$ cat src/rtl/mem_upload_pkg.sv
// Shared definitions for the ROM/RAM upload path: FSM states, ROM page bases
// and the highest ioctl_index (exclusive) that selects the ROM map.
package mem_upload_pkg;

  typedef enum logic [1:0] {
    IDLE = 2'd0,
    REQ  = 2'd1,
    DATA = 2'd2,
    DONE = 2'd3
  } state_e;

  localparam logic [8:0] PAGE_OS     = 9'h000;
  localparam logic [8:0] PAGE_BASIC  = 9'h100;
  localparam logic [8:0] PAGE_AMSDOS = 9'h107;
  localparam logic [8:0] PAGE_MF2    = 9'h0FF;

  localparam logic [4:0] ROM_INDEX_LIMIT = 5'd4;

endpackage

$ cat src/rtl/upload_addr_map.sv
// Combinational translation of a host upload request {index, byte address}
// into an SDRAM location. ROM indices map four 16 KiB pages onto their fixed
// SDRAM pages; the RAM snapshot index maps a flat window starting at zero.
module upload_addr_map
  import mem_upload_pkg::*;
#(
  parameter logic [7:0]  RAM_SNAP_INDEX = 8'd7,
  parameter int unsigned RAM_SNAP_BYTES = 131072
) (
  input  logic [7:0]  ioctl_index,
  input  logic [24:0] ioctl_addr,
  output logic        mapped,
  output logic [22:0] mem_addr,
  output logic [1:0]  mem_bank
);

  logic [8:0] page;

  // Decode the request; anything not matched stays unmapped with a zero address.
  always_comb begin
    mapped   = 1'b0;
    mem_addr = '0;
    mem_bank = 2'b00;
    page     = PAGE_OS;
    if (ioctl_index[4:0] < ROM_INDEX_LIMIT) begin
      mapped = 1'b1;
      case (ioctl_addr[24:14])
        11'd0:   page = PAGE_OS;
        11'd1:   page = PAGE_BASIC;
        11'd2:   page = PAGE_AMSDOS;
        11'd3:   page = PAGE_MF2;
        default: mapped = 1'b0;
      endcase
      if (mapped) begin
        mem_addr = {page, ioctl_addr[13:0]};
      end
    end else if (ioctl_index == RAM_SNAP_INDEX &&
                 {7'd0, ioctl_addr} < RAM_SNAP_BYTES) begin
      mapped   = 1'b1;
      mem_addr = ioctl_addr[22:0];
    end
  end

endmodule

$ cat src/rtl/mem_upload.sv
// Host upload bridge: serves single-byte ioctl reads from SDRAM, stalling the
// host with ioctl_wait while one SDRAM slot (ce_ref) issues the read and the
// next slot returns the data. Unmapped requests answer 8'hFF immediately.
// Optional feature macro: UPLOAD_CHECKSUM_EN adds a running byte checksum.
module mem_upload
  import mem_upload_pkg::*;
#(
  parameter logic [7:0]  RAM_SNAP_INDEX = 8'd7,
  parameter int unsigned RAM_SNAP_BYTES = 131072
) (
  input  logic        clk_sys,
  input  logic        reset,
  input  logic        ce_ref,
  input  logic        ioctl_upload,
  input  logic        ioctl_rd,
  input  logic [24:0] ioctl_addr,
  input  logic [7:0]  ioctl_index,
  output logic [7:0]  ioctl_din,
  output logic        ioctl_wait,
  output logic        mem_rd,
  output logic [22:0] mem_addr,
  output logic [1:0]  mem_bank,
  output logic        busy,
  input  logic [7:0]  mem_dout,
  output logic [7:0]  chk_sum
);

  state_e      state_q, state_d;
  logic        rd_prev_q;
  logic        mapped_q, mapped_d;
  logic [22:0] addr_q, addr_d;
  logic [1:0]  bank_q, bank_d;
  logic [7:0]  din_q, din_d;

  logic        map_hit;
  logic [22:0] map_addr;
  logic [1:0]  map_bank;
  logic        rd_rise;

  upload_addr_map #(
    .RAM_SNAP_INDEX(RAM_SNAP_INDEX),
    .RAM_SNAP_BYTES(RAM_SNAP_BYTES)
  ) u_map (
    .ioctl_index(ioctl_index),
    .ioctl_addr (ioctl_addr),
    .mapped     (map_hit),
    .mem_addr   (map_addr),
    .mem_bank   (map_bank)
  );

  assign rd_rise = ioctl_rd & ~rd_prev_q;

  // Next-state logic; an unmapped request passes through REQ for a single
  // cycle with SDRAM untouched, and dropping ioctl_upload aborts everything.
  always_comb begin
    state_d  = state_q;
    mapped_d = mapped_q;
    addr_d   = addr_q;
    bank_d   = bank_q;
    din_d    = din_q;
    case (state_q)
      IDLE: begin
        if (ioctl_upload && rd_rise) begin
          state_d  = REQ;
          mapped_d = map_hit;
          if (map_hit) begin
            addr_d = map_addr;
            bank_d = map_bank;
          end
        end
      end
      REQ: begin
        if (!mapped_q) begin
          din_d   = 8'hFF;
          state_d = DONE;
        end else if (ce_ref) begin
          state_d = DATA;
        end
      end
      DATA: begin
        if (ce_ref) begin
          din_d   = mem_dout;
          state_d = DONE;
        end
      end
      DONE:    state_d = IDLE;
      default: state_d = IDLE;
    endcase
    if (!ioctl_upload && state_q != IDLE) begin
      state_d = IDLE;
      din_d   = din_q;
    end
  end

  // State and datapath registers with synchronous reset.
  always_ff @(posedge clk_sys) begin
    if (reset) begin
      state_q   <= IDLE;
      rd_prev_q <= 1'b0;
      mapped_q  <= 1'b0;
      addr_q    <= '0;
      bank_q    <= 2'b00;
      din_q     <= 8'hFF;
    end else begin
      state_q   <= state_d;
      rd_prev_q <= ioctl_rd;
      mapped_q  <= mapped_d;
      addr_q    <= addr_d;
      bank_q    <= bank_d;
      din_q     <= din_d;
    end
  end

  assign ioctl_wait = (state_q == REQ) || (state_q == DATA);
  assign mem_rd     = (state_q == REQ) && mapped_q;
  assign busy       = ioctl_wait && mapped_q;
  assign mem_addr   = addr_q;
  assign mem_bank   = bank_q;
  assign ioctl_din  = din_q;

`ifdef UPLOAD_CHECKSUM_EN
  logic       upload_prev_q;
  logic [7:0] chk_q;

  // Accumulate each returned byte as DONE is entered; restart on a new upload.
  always_ff @(posedge clk_sys) begin
    if (reset) begin
      upload_prev_q <= 1'b0;
      chk_q         <= 8'h00;
    end else begin
      upload_prev_q <= ioctl_upload;
      if (ioctl_upload && !upload_prev_q) begin
        chk_q <= 8'h00;
      end else if (state_d == DONE && state_q != DONE) begin
        chk_q <= chk_q + din_d;
      end
    end
  end

  assign chk_sum = chk_q;
`else
  assign chk_sum = 8'h00;
`endif

endmodule

$ cat config.mk
export PLATFORM = sky130hd
export DESIGN_NAME = mem_upload
export DESIGN_NICKNAME = d
export VERILOG_FILES = /design/src/rtl/mem_upload_pkg.sv /design/src/rtl/upload_addr_map.sv /design/src/rtl/mem_upload.sv
export SDC_FILE = /design/constraint.sdc
export NUM_CORES = 1
export LEC_CHECK = 0
export CAP_MARGIN = 10
export CORE_MARGIN = 5
export CORE_UTILIZATION = 38
export DETAILED_ROUTE_END_ITERATION = 10
export HOLD_SLACK_MARGIN = 0.12
export PLACE_DENSITY_LB_ADDON = 0.2
export SYNTH_ARGS = -nofsm -noshare
export SYNTH_HDL_FRONTEND = slang
export SYNTH_SLANG_ARGS = --single-unit
$ cat constraint.sdc
create_clock -name clk_sys -period 1.9 [get_ports clk_sys]
set_clock_uncertainty 0.15 [all_clocks]
set_input_delay 0.38 -clock clk_sys [delete_from_list [all_inputs] [get_ports clk_sys]]
set_output_delay 0.38 -clock clk_sys [all_outputs]
set_load 0.03 [all_outputs]
==> results.yml <==
clocking:
  cts_buffer_depth: 2
  root_buffer: "clkbuf_8"
  clk_latency_ps: 270
  cts_tree: "built"
  cts-buffers-inserted: 5
  cts_sinks: 35
  path_clk_slew_ps: 60
  h-tree-depth: 2
setup_path:
  slowest_delay_ps: 500
  crit_family: "simple AND/OR/NAND/NOR gates"
  r2r-start: "state_q[0]"
  cp.required_ps: 1950
  worst-setup-path-type: "in -> reg"
  endpoint_kind: "flip-flop"
  critPathArrivalTime_ps: 1910
  crit_path_top_delay_cell: "clkdlybuf4s50_1"
  r2r_cells: 6
  crit_buf_inv: 1
  start_kind: "input port"
  r2r-end: "mem_addr[21]"
  worstPathCellList: "clkdlybuf4s50_1 -> and4b_1 -> and4_4 -> nand4_1 -> a21oi_1"
  crit_fanout: 6
  reg2reg_setup_slack_ps: 110
place:
  placed_area_mm2: 0.00262
  placed_cells: 328
  port_buffers: 79
  place_hpwl_mm: 3.47
  gp_congestion: 0.714
die:
  core-area_mm2: 0.00409
  fp-row-count: 23
  start_util: 0.400
  die_x_um: 75.6
  dieHeight_um: 75.6
  io_pins: 90
  fp.dieArea_mm2: 0.00572
global_route:
  grt_max_degree: 36
  grt.overflow.total: 0
  grtUsageTotal: 0.159
  antenna_found_initial: 0
  grt_pass1_vias: 1561
  grt_pass1_wl_mm: 7.02
power:
  power-per-cell-area_mw_per_mm2: 761
  ir_worst_vdd_uv: 523
  leakagePower_nw: 1.07
  power_mw: 2.10
yosys:
  synth_commonest_cells: "35 x dfxtp_1, 25 x a21oi_1, 22 x o21ai_0"
  yosys.cell_count.top_type: "dfxtp_1"
  ys_seq_elements: 35
  synth_seq_area_share: 0.428
  synth.area.top_cells: "dfxtp_1 43%, a21oi_1 7.6%, o21ai_0 6.7%, buf_4 5.5%, nand3_1 4.9%"
  syn_area_mm2: 0.00164
  synth_ff_type: "dfxtp_1"
  synth_edf_count: 0
  synth_warnings: 0
  synthCells: 184
  synthArstFlopShare: 0
  syn_avg_cell_area_um2: 8.89
  synth_top_area_cell: "dfxtp_1"
  synth_cell_types: 34
  yosysTopAreaCellShare: 0.428
sta:
  fmax_mhz: 538
  final-hold-violation-count: 0
  fin_tns_setup_ps: 0
  finalCritPeriodShare: 0.978
  holdWs_ps: 325
  period_needed_ps: 1860
  setup_viol: 0
  slew_violations: 0
detailed_routing:
  vias: 1662
  route.detailed.drc: 0
  via_per_inst: 4.93
  wire_per_inst_um: 13.4
  drt_wl_total_mm: 4.52
  drt_first_pass_iters: 4
  detail_route.iter0.violations: 53
  drtAntennaViolNets: 0
run_status:
  outcome: "completed"
layout:
  area_growth_pct: 68.7
  drive_above_1_share: 0.174
  fin_cells: 337
  fin_area_mm2: 0.00276
  fin_nets: 335
  diodes: 0
hold_path:
  whs_path_depth: 2
  min_from: "mem_addr[18]"
  min_to: "mem_addr[18]"
  hold_path_class: "reg -> reg"
run:
  cap_violations: 0
## worst max-delay path by stage
stage,to,startpoint,cells after the start
floorplan,ioctl_din[0],state_q[1],7
global placement,mem_addr[21],ioctl_addr[24],5
detailed placement,mem_addr[21],ioctl_addr[19],5
CTS,busy,state_q[0],4
global route,mem_addr[20],ioctl_rd,5
finish,mem_addr[21],ioctl_rd,5
## where the power goes
group          leakage, nW  total, mW  switching, mW  internal (mW)
logic                0.740      0.755          0.349          0.407
clock network       0.0515      0.572          0.241          0.331
registers            0.283      0.773         0.0156          0.758
## layer usage
layer	global-route usage	up-vias	wire (µm)
li1	-	845	-
met1	0.196	747	1910
met2	0.256	66	2100
met3	0.0646	4	488
met4	0.0447	0	25
met5	0	-	0
## tightest hold or removal path, stage by stage, from the launching register on
cell,delay (ps)
dfxtp_1,300
o21ai_0,60
a21oi_1,60
## cell type report
| type | count | area [µm²] |
|---|---|---|
| Clock buffer | 8 | 100 |
| Fill cell | 359 | 1330 |
| Inverter | 3 | 11.3 |
| Multi-Input combinational cell | 132 | 848 |
| Sequential cell | 35 | 701 |
| Tap cell | 50 | 62.6 |
| Timing Repair Buffer | 109 | 1040 |
## cell families after synthesis
family | after synthesis | synth area share
AOI/OAI and AO/OA | 64 | 0.235
xor gates and xnor gates | 1 | 0.00535
adders and majority gates | 3 | 0.0229
buffers and inverters | 26 | 0.0933
DFF | 35 | 0.428
muxes | 1 | 0.00612
other | 1 | 0.00229
and+or+nand+nor | 53 | 0.206
## per-stage QoR
step | worst slack, ps | util
after CTS | -44.3 | 0.666
after floorplan | 41.2 | -
final | 42.3 | 0.676
after global placement | -191 | 0.641
after detailed placement | -230 | 0.641
after global routing | -18.8 | 0.676
## state kept, by name, summed over array words and instances, names as in the netlist
| name | count |
|---|---|
| rd_prev_q | 1 |
| state_q | 2 |
| mem_addr | 23 |
| mapped_q | 1 |
| ioctl_din | 8 |
## placed cells by master (no fill, tap or decap), drive strengths merged, types with 3 or more instances in the layout
master / instances
clkdlybuf4s50: 73
dfxtp: 35
buf: 32
a21oi: 26
o21ai: 22
nand3: 16
conb: 10
nor2b: 9
clkbuf: 9
nor3b: 8
o21bai: 8
nor2: 5
dlymetal6s2s: 3
inv: 3
ha: 3
## repair_timing
item                                    in CTS  in global routing
hold buffers                                 0                  0
gates resized for setup                      2                 10
setup buffers                                0                  1
endpoints found under the setup margin       2                 22
pin swaps                                    0                  7
Power figures use the tool's default switching activity.
